`src/rtl/share_queue.sv`:
```
// Share queue: filters finisher results against a leading-zero difficulty, drops repeat nonces,
// buffers shares in a small FIFO and presents the head entry as a 512-bit transmit message.
module share_queue #(
    parameter int          LOG_DEPTH = 2,
    parameter logic [63:0] MAGIC     = 64'hdead432987beefaa
) (
    input  logic                 clk,
    input  logic                 rst_n,
    input  logic                 in_valid,
    input  logic [255:0]         in_hash,
    input  logic [31:0]          in_nonce,
    input  logic [8:0]           zero_bits,
    output logic                 tx_req,
    input  logic                 tx_ready,
    output logic [511:0]         tx_data,
    output logic [LOG_DEPTH:0]   fifo_count,
    output logic [15:0]          drop_count
);

    localparam int                 DEPTH      = 2 ** LOG_DEPTH;
    localparam logic [LOG_DEPTH:0] FULL_COUNT = (LOG_DEPTH + 1)'(DEPTH);
    localparam logic [LOG_DEPTH:0] CNT_ONE    = (LOG_DEPTH + 1)'(1);
    localparam logic [LOG_DEPTH-1:0] PTR_ONE  = LOG_DEPTH'(1);

    logic [255:0]          zero_mask;
    logic                  in_qual;

    logic                  s1_qual;
    logic [255:0]          s1_hash;
    logic [31:0]           s1_nonce;

    logic                  last_valid;
    logic [31:0]           last_nonce;

    logic [287:0]          mem [DEPTH];
    logic [LOG_DEPTH-1:0]  wr_ptr;
    logic [LOG_DEPTH-1:0]  rd_ptr;
    logic [287:0]          head;

    logic                  full;
    logic                  dup;
    logic                  want_push;
    logic                  push;
    logic                  pop;
    logic                  drop;

    // Mask covers the top min(zero_bits, 256) hash bits; a zero-width mask qualifies everything.
    // NOTE: every always_comb output gets a value on every path so no latch is inferred.
    always_comb begin
        if (zero_bits >= 9'd256) begin
            zero_mask = '1;
        end else begin
            zero_mask = ~({256{1'b1}} >> zero_bits[7:0]);
        end
        in_qual = in_valid && ((in_hash & zero_mask) == '0);
    end

    assign tx_req    = (fifo_count != '0);
    assign full      = (fifo_count == FULL_COUNT);
    assign pop       = tx_req && tx_ready;
    assign dup       = last_valid && (s1_nonce == last_nonce);
    assign want_push = s1_qual && !dup;
    assign push      = want_push && (!full || pop);
    assign drop      = want_push && full && !pop;

    // NOTE: sequential state uses non-blocking assignments so every register sees pre-edge values.
    always_ff @(posedge clk) begin
        if (!rst_n) begin
            s1_qual    <= 1'b0;
            last_valid <= 1'b0;
            wr_ptr     <= '0;
            rd_ptr     <= '0;
            fifo_count <= '0;
            drop_count <= '0;
        end else begin
            s1_qual <= in_qual;
            if (push) begin
                wr_ptr     <= wr_ptr + PTR_ONE;
                last_valid <= 1'b1;
            end
            if (pop) begin
                rd_ptr <= rd_ptr + PTR_ONE;
            end
            if (push && !pop) begin
                fifo_count <= fifo_count + CNT_ONE;
            end else if (pop && !push) begin
                fifo_count <= fifo_count - CNT_ONE;
            end
            if (drop && (drop_count != 16'hffff)) begin
                drop_count <= drop_count + 16'd1;
            end
        end
    end

    // NOTE: payload storage is not reset; validity lives entirely in the reset-controlled pointers and flags.
    always_ff @(posedge clk) begin
        s1_hash  <= in_hash;
        s1_nonce <= in_nonce;
        if (push) begin
            mem[wr_ptr] <= {s1_nonce, s1_hash};
            last_nonce  <= s1_nonce;
        end
    end

    assign head    = mem[rd_ptr];
    assign tx_data = {MAGIC, 144'd0, 8'haa, head[287:256], 8'haa, head[255:0]};

endmodule

```
`config.mk`:
```
export PLATFORM = sky130hd
export DESIGN_NAME = share_queue
export DESIGN_NICKNAME = d
export VERILOG_FILES = /design/src/rtl/share_queue.sv
export SDC_FILE = /design/constraint.sdc
export NUM_CORES = 1
export LEC_CHECK = 0
export CAP_MARGIN = 20
export CORE_ASPECT_RATIO = 1.5
export CORE_UTILIZATION = 25
export DETAILED_ROUTE_END_ITERATION = 8
export HOLD_SLACK_MARGIN = 0.02
export PLACE_DENSITY_LB_ADDON = 0.1
export REMOVE_ABC_BUFFERS = 1
export SYNTH_ARGS = -nofsm -noshare
export SYNTH_HDL_FRONTEND = slang
export SYNTH_SLANG_ARGS = --single-unit
```
`constraint.sdc`:
```
create_clock -name clk -period 11.54 [get_ports clk]
set_clock_uncertainty 0.2 [all_clocks]
set_input_delay 1.154 -clock clk [delete_from_list [all_inputs] [get_ports clk]]
set_output_delay 1.154 -clock clk [all_outputs]
set_load 0.01 [all_outputs]
```
Word-level counts from Yosys, hierarchy flattened
Memory sizes are Yosys's and may differ from the RTL's. A register that Yosys moved wholly into a read port is not among the register bits.
Cells that the tools add are included.

storage, ports and cells
  register bits = 345
  bits in latches = 0
  memory bits (writable) = 1,152
  memory bits (read-only) = 0
  input bits = 301
  output and inout bits = 532
  word-level logic and storage cells = 47
  memories kept = 1

memories
  name  words  bits a word  read ports  clocked after Yosys merged registers in  write ports  RTL line  source
  mem   4      288          1           1                                        1            35        logic [287:0] mem [DEPTH];

operators by class
  $add $sub $neg = 5
  multipliers = 0
  divide/modulo/power cells = 0
  order comparisons = 1
  equal/unequal tests = 3
  shift-type cells = 1
  muxes and demuxes = 7
  bitwise logic cells = 2
  reductions and logical operators = 18

operator list
  kind                       count
  $and A256 B256 Y256        1
  $logic_not A256 Y1         1
  $mux W256                  1
  $not A256 Y256             1
  $shr A256 B8 Y256 const A  1
  $eq A32 B32 Y1             1
  $add A16 B1 Y16 const B    1
  $ne A16 B16 Y1 const B     1
  $logic_and A1 B1 Y1        10
  $ge A9 B9 Y1 const B       1
  $mux W3                    2
  $add A2 B1 Y2 const B      2
  $logic_not A1 Y1           4
  $mux W2                    2
  $add A3 B1 Y3 const B      1
  $eq A3 B3 Y1 const B       1
  $reduce_bool A3 Y1         1
  $sub A3 B1 Y3 const B      1
  $mux W1                    2
  $reduce_bool A2 Y1         1
  $logic_or A1 B1 Y1         1

Depth between registers and ports, before layout
Gate-level depths: netlist (run 1).

  depth in word-level cells = 9
  gate-level depth with buffers = 12
  depth with buffers taken out = 11

Worst setup path before layout (run 1)
No wires, ideal clock.

  path kind = input port to flip-flop
  start = in tx_ready
  end = mem mem[1][0] (enable)
  setup time = 686 ps
  arrival time = 9,509 ps
  data required time = 10,654 ps
  setup slack = 1,144 ps
  cell stages on the path = 3
  buffers on the path = 0
  cells stage by stage = nor4b_1 nor2_1 and2_1

between the ends
  longest elaborated chain between the ends = 5

ends and longest elaborated chain
  item                           RTL line  source
  start: declaration             14        input logic tx_ready,
  $logic_and A1 B1 Y1            60        assign pop = tx_req && tx_ready;
  $logic_or A1 B1 Y1             63        assign push = want_push && (!full || pop);
  $logic_and A1 B1 Y1            63
  via push                       43        logic push;
  $mux W1                        99        if (push) begin
  $mux W1 (not written as such)  100       mem[wr_ptr] <= {s1_nonce, s1_hash};
  end: declaration               35

The timed path passes the listed nets, and every way through them passes these cells.

==> flow_summary.ini, run 1 <==
[sta]
tightest_slew_ns = 1.13
rsz0062_at_grt = false
timing_hold_violations_final = 0
period_share_pct = 49.2
max-slew-margin-rel_pct = 24.5
min_period_ns = 5.68
slew_violations = 0
holdWs_ns = 0.259
fmax_mhz = 176
layout_setup_ws_ns = 5.86
setup_viol = 0

[placed_design]
place.gp.congestion = 0.831
postPlaceCellArea_um2 = 63600
place_ws_ns = 6.18
port_buffers = 608
dpl.hpwl_mm = 140

[die]
start_util_pct = 25.1
die_area_um2 = 221000
die_h_um = 575
io_pins = 833
die_w_um = 384
core_um2 = 218000
num_rows = 210

[logic_synthesis]
synth.avg_cell_area_um2 = 19.4
synth_ff_type = edfxtp_1
yosysSeqAreaShare_pct = 76.5
synth_warnings = 0
ys_async_sr_fraction_pct = 0
postSynthRegisterBits = 1499
yosys-top-cells-area = edfxtp_1 65%, mux4_2 12%, dfxtp_1 12%
netlist_area_um2 = 54800
yosysUniqueCellTypes = 74
synthCells = 2821
synth_edf_count = 1184
yosysTopAreaCell = edfxtp_1
netlist.area_leader.share_pct = 64.9

[pwr]
swShare_pct = 25.0
leakage_uw = 0.0221
power_frac_clock_pct = 39.3
internal-power_uw = 10200
p_per_area_nw_per_um2 = 197
p_switching_uw = 3400
pwr-share-comb_pct = 17.0
seq_power_share_pct = 43.8
ir_worst_vdd_mv = 0.159

[setup_path]
max_stage_delay_ns = 0.78
end_kind = output port
crit_family = buffers and inverters
start_kind = flop
cp.required_ns = 10.19
cp_num_buf_inv = 3
path_depth = 4
crit_fanout = 92
r2r_cells = 9
critPathKind = flop to output port
worstPathArrival_ns = 4.32
path_cells = buf_4, buf_12, mux4_2, clkdlybuf4s50_1
critPathSlowestCell = buf_4

[detailed_routing]
drt_iter0_drc = 2219
drc = 2
m1WireLength_mm = 80.0
ant_nets = 0
route.met3.wl_mm = 15.8
wl_met2_mm = 96.4
vias = 29263
top_layer = met5
dr.pass1.iters = 8
viasPerCell = 4.48
drt_wl_total_mm = 197
wl_per_cell_um = 30.2

[worst_hold_path]
min_path_cells = 0
hold_path_class = flop to flop

[finish]
utilization_pct = 31.7
fin_nets = 3838
stdcell_area_um2 = 69100
syn2layout_area_growth_pct = 26.3
final_common_cell = edfxtp_1
fillers = 21156
final_cell_mix = 1,184 x edfxtp_1, 602 x clkdlybuf4s50_1, 313 x dfxtp_1, 288 x mux4_2, 224 x conb_1
drive_above_1_share_pct = 16.9

[global_route]
grt_util_all_layers_pct = 17.5
antenna_found_initial = 51
overflow = 0
grt_max_degree = 119
grt_pass1_wl_mm = 264
grt_pass1_vias = 30300

[clocking]
clk_pin_slew_worst_paths_ns = 0.06
post_cts_buffers = 0
cts_tree = yes
clk_latency_ns = 0.80
ctsLongestPathBuffers = 4
cts_buffers = 165
ctsResizeCount = 0
ctsHoldBuffers = 0
cts_sinks = 1499
htree_levels = 4
clock-root-buffer = clkbuf_16

[run_status]
violations = DRC
outcome = finished with violations

[run]
drv_cap = 0
kinds of logic after synthesis:
group | Yosys count | share of synthesized area (%)
compound gates | 310 | 3.77
other cells | 2 | 0.0137
mux | 290 | 11.9
buf+inv | 357 | 4.03
fa+ha+maj | 8 | 0.192
flops | 1499 | 76.5
xor+xnor | 45 | 0.720
simple gates | 310 | 2.93
metrics by stage:
step                      instances  setup TNS, ns  total power (uW)
after floorplan                2702        -732.39              7560
after global routing           6522              0             14200
after CTS                      6521              0             13900
after detailed placement       6225              0              8490
final                          6535              0             13600
after global placement         6224              0              8500
flip-flops by register name, indices dropped and copies added (netlist names), 2 cells and up, named ones only:
signal and cells:
s1_nonce 32, wr_ptr 2, s1_hash 256, fifo_count 3
drop_count 16, last_nonce 32, rd_ptr 2, mem 1152
metal layers:
| layer | up-vias | track usage, % |
|---|---|---|
| met3 | 293 | 5.00 |
| met5 | - | 0 |
| met2 | 1312 | 29.6 |
| met4 | 36 | 4.33 |
| li1 | 12373 | - |
| met1 | 15249 | 21.6 |
power by group through the flow:
stage	Combinational, uW	Sequential, uW	Clock (uW)
final	2310	5970	5360
after global routing	2470	5980	5720
after CTS	2410	5970	5540
after detailed placement	2400	6090	0
after global placement	2410	6090	0
after floorplan	1300	6260	0
cells in the mapped netlist, types with 20 or more instances:
cell,number
buf_4,224
mux4_2,288
xor2_1,42
a21oi_1,66
nor4_1,38
dfxtp_1,315
nand3_1,39
nor3_1,20
clkbuf_1,55
edfxtp_1,1184
o21ai_0,85
nand4_1,32
nor2_1,73
nand2_1,48
buf_1,52
path summary, 6_finish.rpt:
kind              slack, ns                    to           startpoint
setup / recovery       5.86           tx_data[75]                 flop
hold / removal         0.26  mem[2][78]$_DFFE_PP_  s1_hash[78]$_DFF_P_
setup reg to reg       6.85  mem[1][75]$_DFFE_PP_  s1_nonce[2]$_DFF_P_
hold reg to reg        0.26  mem[2][78]$_DFFE_PP_  s1_hash[78]$_DFF_P_
cell type report:
cell class	instances	area (um^2)	share of cell area [%]
diodes	14	35.0	0.0507
clock buffers	220	4610	6.67
clock inverters	76	848	1.23
inverters	16	60.1	0.0869
multi-input cells	1187	11600	16.7
flip-flops and latches	1499	41900	60.6
well taps	2862	3580	5.18
repair buffers	661	6570	9.50
(Power assumes the default switching activity.)
==> run 2, diff against run 1 <==
- clock period: 11.54 -> 5.72 ns (I/O delays scaled with it)
==> run 2 against run 1 <==
Against the previous run: the flow still finishes with violations (DRC); worst setup slack worse by 4.4 ns; clock-buffer cell count is 13 higher; via count increased by 1.6%; power is 100% higher; worst hold slack worse by 0.18 ns; register-to-register slack worse by 5.1 ns; critical path depth fell by 1; combinational power increased by 110%.
==> flow_summary.ini, run 2 (synthesis gave the netlist of run 1 again) <==
[global_route]
grt_util_all_layers_pct = 17.7
grt_pass1_wl_mm = 267
antenna_found_initial = 38
overflow = 0
grt_max_degree = 79
grt_pass1_vias = 30169

[clocking]
clock-root-buffer = clkbuf_16
htree_levels = 4
clk_latency_ns = 0.82
cts_buffers = 164
cts_sinks = 1499
ctsLongestPathBuffers = 4
ctsResizeCount = 0
cts_tree = yes
clk_pin_slew_worst_paths_ns = 0.06

[setup_path]
rr_endpoint = fifo_count[2]$_SDFFE_PN0P_
crit_fanout = 58
end_kind = output port
start_kind = flop
worstPathArrival_ns = 3.46
endpoint = tx_data[233]
r2r-start = s1_nonce[21]$_DFF_P_
critPathKind = flop to output port
r2r_slack_ns = 1.73
cp.required_ns = 4.95
r2r_cells = 12

[detailed_routing]
wl_per_cell_um = 30.5
drt_iter0_drc = 2568
drc = 2
drt_wl_total_mm = 201
dr.pass1.iters = 8
viasPerCell = 4.52
vias = 29728
ant_nets = 0

[finish]
multi_input_area_um2 = 11600
fillers = 21077
final_common_cell = edfxtp_1
drive_above_1_share_pct = 16.8
largest_reg_flops = 1152
final_cell_mix = 1,184 x edfxtp_1, 602 x clkdlybuf4s50_1, 313 x dfxtp_1, 288 x mux4_2, 224 x conb_1
reg_top3 = mem x1152, s1_hash x256
fin_nets = 3878
syn2layout_area_growth_pct = 27.0
top_register = mem
seq_area_um2 = 41900

[sta]
layout_setup_ws_ns = 1.49
fmax_mhz = 237
period_share_pct = 73.9
setup_viol = 0
max-slew-margin-rel_pct = 28.1
min_period_ns = 4.23
slew_violations = 0
timing_hold_violations_final = 0
rsz0062_at_grt = false
tightest_slew_ns = 1.08

[run_status]
outcome = finished with violations
violations = DRC

[die]
start_util_pct = 25.1
die_area_um2 = 221000
io_pins = 833
core_um2 = 218000
die_h_um = 575
num_rows = 210
die_w_um = 384

[placed_design]
port_buffers = 608
dpl.hpwl_mm = 144
place_ws_ns = 1.33
place.gp.congestion = 0.907

[worst_hold_path]
hp-start = in_hash[0]
hold_path_class = input port to flop

[run]
drv_cap = 0

[pwr]
ir_worst_vdd_mv = 0.234
leakage_uw = 0.0223
p_per_area_nw_per_um2 = 395
p_total_uw = 27500
[run 2: through the flow]
step	std cells	utilization [%]	cell area [um^2]	TNS [ns]	hold WS, ns
after detailed placement	6236	29.3	63900	0	0.256
after global placement	6236	29.3	63900	0	0.253
after global routing	6561	31.9	69500	0	0.0350
after floorplan	2702	-	53400	-7147.17	0.238
after CTS	6560	31.9	69500	0	0.0222
final	6574	31.9	69500	0	0.0801
[run 2: what timing repair did]
action                                 CTS  global route
hold buffers                            30             0
setup buffers                            0             0
endpoints found under the hold margin   30             0
setup endpoints to repair                0             0
[run 2: power breakdown]
part	internal [uW]	switching, uW	leakage (uW)	total (uW)
Clock	6200	4400	0.00260	10600
Sequential	11900	218	0.0133	12100
Combinational	2410	2370	0.00641	4770
Total	20500	6980	0.0223	27500
[run 2: worst min-delay path by stage]
stage          cells past startpoint                      end
2_1_floorplan                      0      mem[0][0]$_DFFE_PP_
3_3_place_gp                       2  last_valid$_SDFFE_PN0P_
3_5_place_dp                       0     mem[1][57]$_DFFE_PP_
4_1_cts                            1     s1_nonce[16]$_DFF_P_
5_1_grt                            1       s1_hash[0]$_DFF_P_
6_report                           1       s1_hash[0]$_DFF_P_
[run 2: critical path: stages (launching register included)]
cell             delay (ns)
dfxtp_4                0.86
buf_12                 0.50
mux4_2                 0.65
clkdlybuf4s50_1        0.52
[run 2: final cells by class]
type / count / share of cell area (%)
Antenna cell: 14 / 0.0504
Clock buffer: 233 / 6.62
Clock inverter: 61 / 1.02
Inverter: 16 / 0.0864
Multi-Input combinational cell: 1187 / 16.6
Sequential cell: 1499 / 60.2
Tap cell: 2862 / 5.15
Timing Repair Buffer: 702 / 10.2
[run 2: layer usage]
layer	vias to the layer above	routed length (um)	GRT usage (%)	part of all wire, %
li1	12474	-	-	-
met1	15584	83500	22.6	42
met2	1354	97800	29.8	49
met3	296	14600	4.62	7.3
met4	20	4600	4.29	2.3
met5	-	117	0	0.058
==> run 3, diff against run 2 <==
- clock period: 5.72 -> 4 ns (I/O delays scaled with it)
==> run 3 against run 2 <==
Against the previous run: the run still ends with DRC left; sequential power up 42%; sequential cell count unchanged; die area unchanged; wire length up 2.0%; final cell count up 3.5%; critical endpoint is now tx_data[230]; largest cell class unchanged; largest power group unchanged; highest routed layer unchanged.
==> flow_summary.ini, run 3 (synthesis gave the netlist of run 1 again) <==
[run_status]
outcome = finished with violations
violations = DRC

[sta]
finalSetupTns_ns = 0
max-slew-margin-rel_pct = 28.2
slew_violations = 0
fmax_mhz = 279
holdWs_ns = 0.0424
min_period_ns = 3.58
timing_hold_violations_final = 0
period_share_pct = 89.5
tightest_slew_ns = 1.07
setup_viol = 0
rsz0062_at_grt = false

[clocking]
cts_tree = yes
clock-root-buffer = clkbuf_16
cts_sinks = 1499
cts_buffers = 165
ctsLongestPathBuffers = 4
clk_pin_slew_worst_paths_ns = 0.06
ctsResizeCount = 0
htree_levels = 4
clk_latency_ns = 0.81

[finish]
final_common_cell = edfxtp_1
largest_reg_flops = 1152
fin_nets = 4104
instances_no_fill = 6807
final_cell_mix = 1,184 x edfxtp_1, 602 x clkdlybuf4s50_1, 313 x dfxtp_1, 288 x mux4_2, 224 x conb_1
multi_input_area_um2 = 11600
syn2layout_area_growth_pct = 30.4
drive_above_1_share_pct = 19.5
seq_area_um2 = 41900
reg_top3 = mem x1152, s1_hash x256
top_register = mem
fillers = 21068
utilization_pct = 32.8

[run]
drv_cap = 0

[pwr]
p_total_uw = 39100
ir_worst_vdd_mv = 0.308
seq_power_share_pct = 43.9
internal-power_uw = 29200
power_frac_clock_pct = 37.4
leakage_uw = 0.0233
swShare_pct = 25.4
p_switching_uw = 9940
p_per_area_nw_per_um2 = 548
pwr-share-comb_pct = 18.7

[die]
io_pins = 833
die_w_um = 384
start_util_pct = 25.1
die_area_um2 = 221000
die_h_um = 575
core_um2 = 218000
num_rows = 210

[setup_path]
r2r_slack_ns = 0.53
cp_num_buf_inv = 3
max_stage_delay_ns = 0.62
end_kind = output port
crit_fanout = 44
cp.required_ns = 3.40
r2r_cells = 8
start_kind = flop
r2r-start = s1_nonce[16]$_DFF_P_
path_cells = buf_12, buf_12, mux4_2, clkdlybuf4s50_1
crit_top_cell = buf_12
worstPathArrival_ns = 2.98
critPathKind = flop to output port
rr_endpoint = mem[2][175]$_DFFE_PP_
crit_family = buffers and inverters
critPathSlowestCell = clkdlybuf4s50_1

[detailed_routing]
ant_nets = 0
dr.pass1.iters = 8
drt_iter0_drc = 2104
drc = 3
drt_wl_total_mm = 205
wl_per_cell_um = 30.0
vias = 30206
viasPerCell = 4.44

[global_route]
antenna_found_initial = 58
grt_max_degree = 85
grt_pass1_vias = 31444
grt_util_all_layers_pct = 18.1
grt_pass1_wl_mm = 274
overflow = 0

[placed_design]
place.gp.congestion = 0.920
dp_cells = 6384
dpl.hpwl_mm = 150
port_buffers = 608

[worst_hold_path]
min_path_cells = 1
hold_path_class = input port to flop
hp-start = in_hash[172]
hold_end = s1_hash[172]$_DFF_P_
==> run 3: layout make-up <==
| class | instances | share of cell area, % |
|---|---|---|
| well taps | 2862 | 5.02 |
| multi-input cells | 1187 | 16.2 |
| inverters | 16 | 0.0841 |
| clock inverters | 51 | 0.631 |
| clock buffers | 237 | 6.56 |
| repair buffers | 927 | 12.8 |
| diodes | 28 | 0.0982 |
| flip-flops and latches | 1499 | 58.7 |
==> run 3: power by group through the flow <==
stage	registers, uW	logic (uW)	clock network, uW
3_5_place_dp	17600	7330	0
2_1_floorplan	17700	2050	0
3_3_place_gp	17600	7380	0
6_report	17200	7330	14600
5_1_grt	17200	7820	15700
4_1_cts	17200	7620	15200
==> run 3: timing repair <==
item                                   4_1_cts  5_1_grt
endpoints found under the hold margin      101        0
hold buffers                               101        0
setup endpoints to repair                   10        0
buffers inserted                             6        0
==> run 3: through the flow <==
step           worst slack (ns)  area, um^2
2_1_floorplan             -9.33       53400
3_3_place_gp             0.0286       65100
3_5_place_dp             0.0695       65100
4_1_cts                   0.280       71300
5_1_grt                   0.273       71300
6_report                  0.420       71400
==> run 3: worst max-delay path by stage <==
stage               slack (ns)  depth (start not counted)                 end         from
floorplan                -9.33                          1          tx_data[0]         flop
global placement          0.03                         13  s1_qual$_SDFF_PN0_  in_hash[89]
detailed placement        0.07                         12  s1_qual$_SDFF_PN0_  in_hash[80]
CTS                       0.28                          4        tx_data[100]         flop
global route              0.27                         14  s1_qual$_SDFF_PN0_  in_hash[84]
finish                    0.42                          4        tx_data[230]         flop
==> run 3: worst register-to-register path: stages (launching register included) <==
cell,delay (ns)
dfxtp_1,0.50
xor2_1,0.12
nor4_1,0.39
nand4_1,0.44
o31ai_1,0.36
buf_4,0.18
nor2_4,0.07
and2_4,0.34
buf_12,0.32
==> run 3: per-layer routing <==
layer	GRT usage [%]	part of all wire, %
met1	22.8	41
met3	4.64	7.2
met4	4.19	2.1
met2	31.0	49
met5	0	0.081
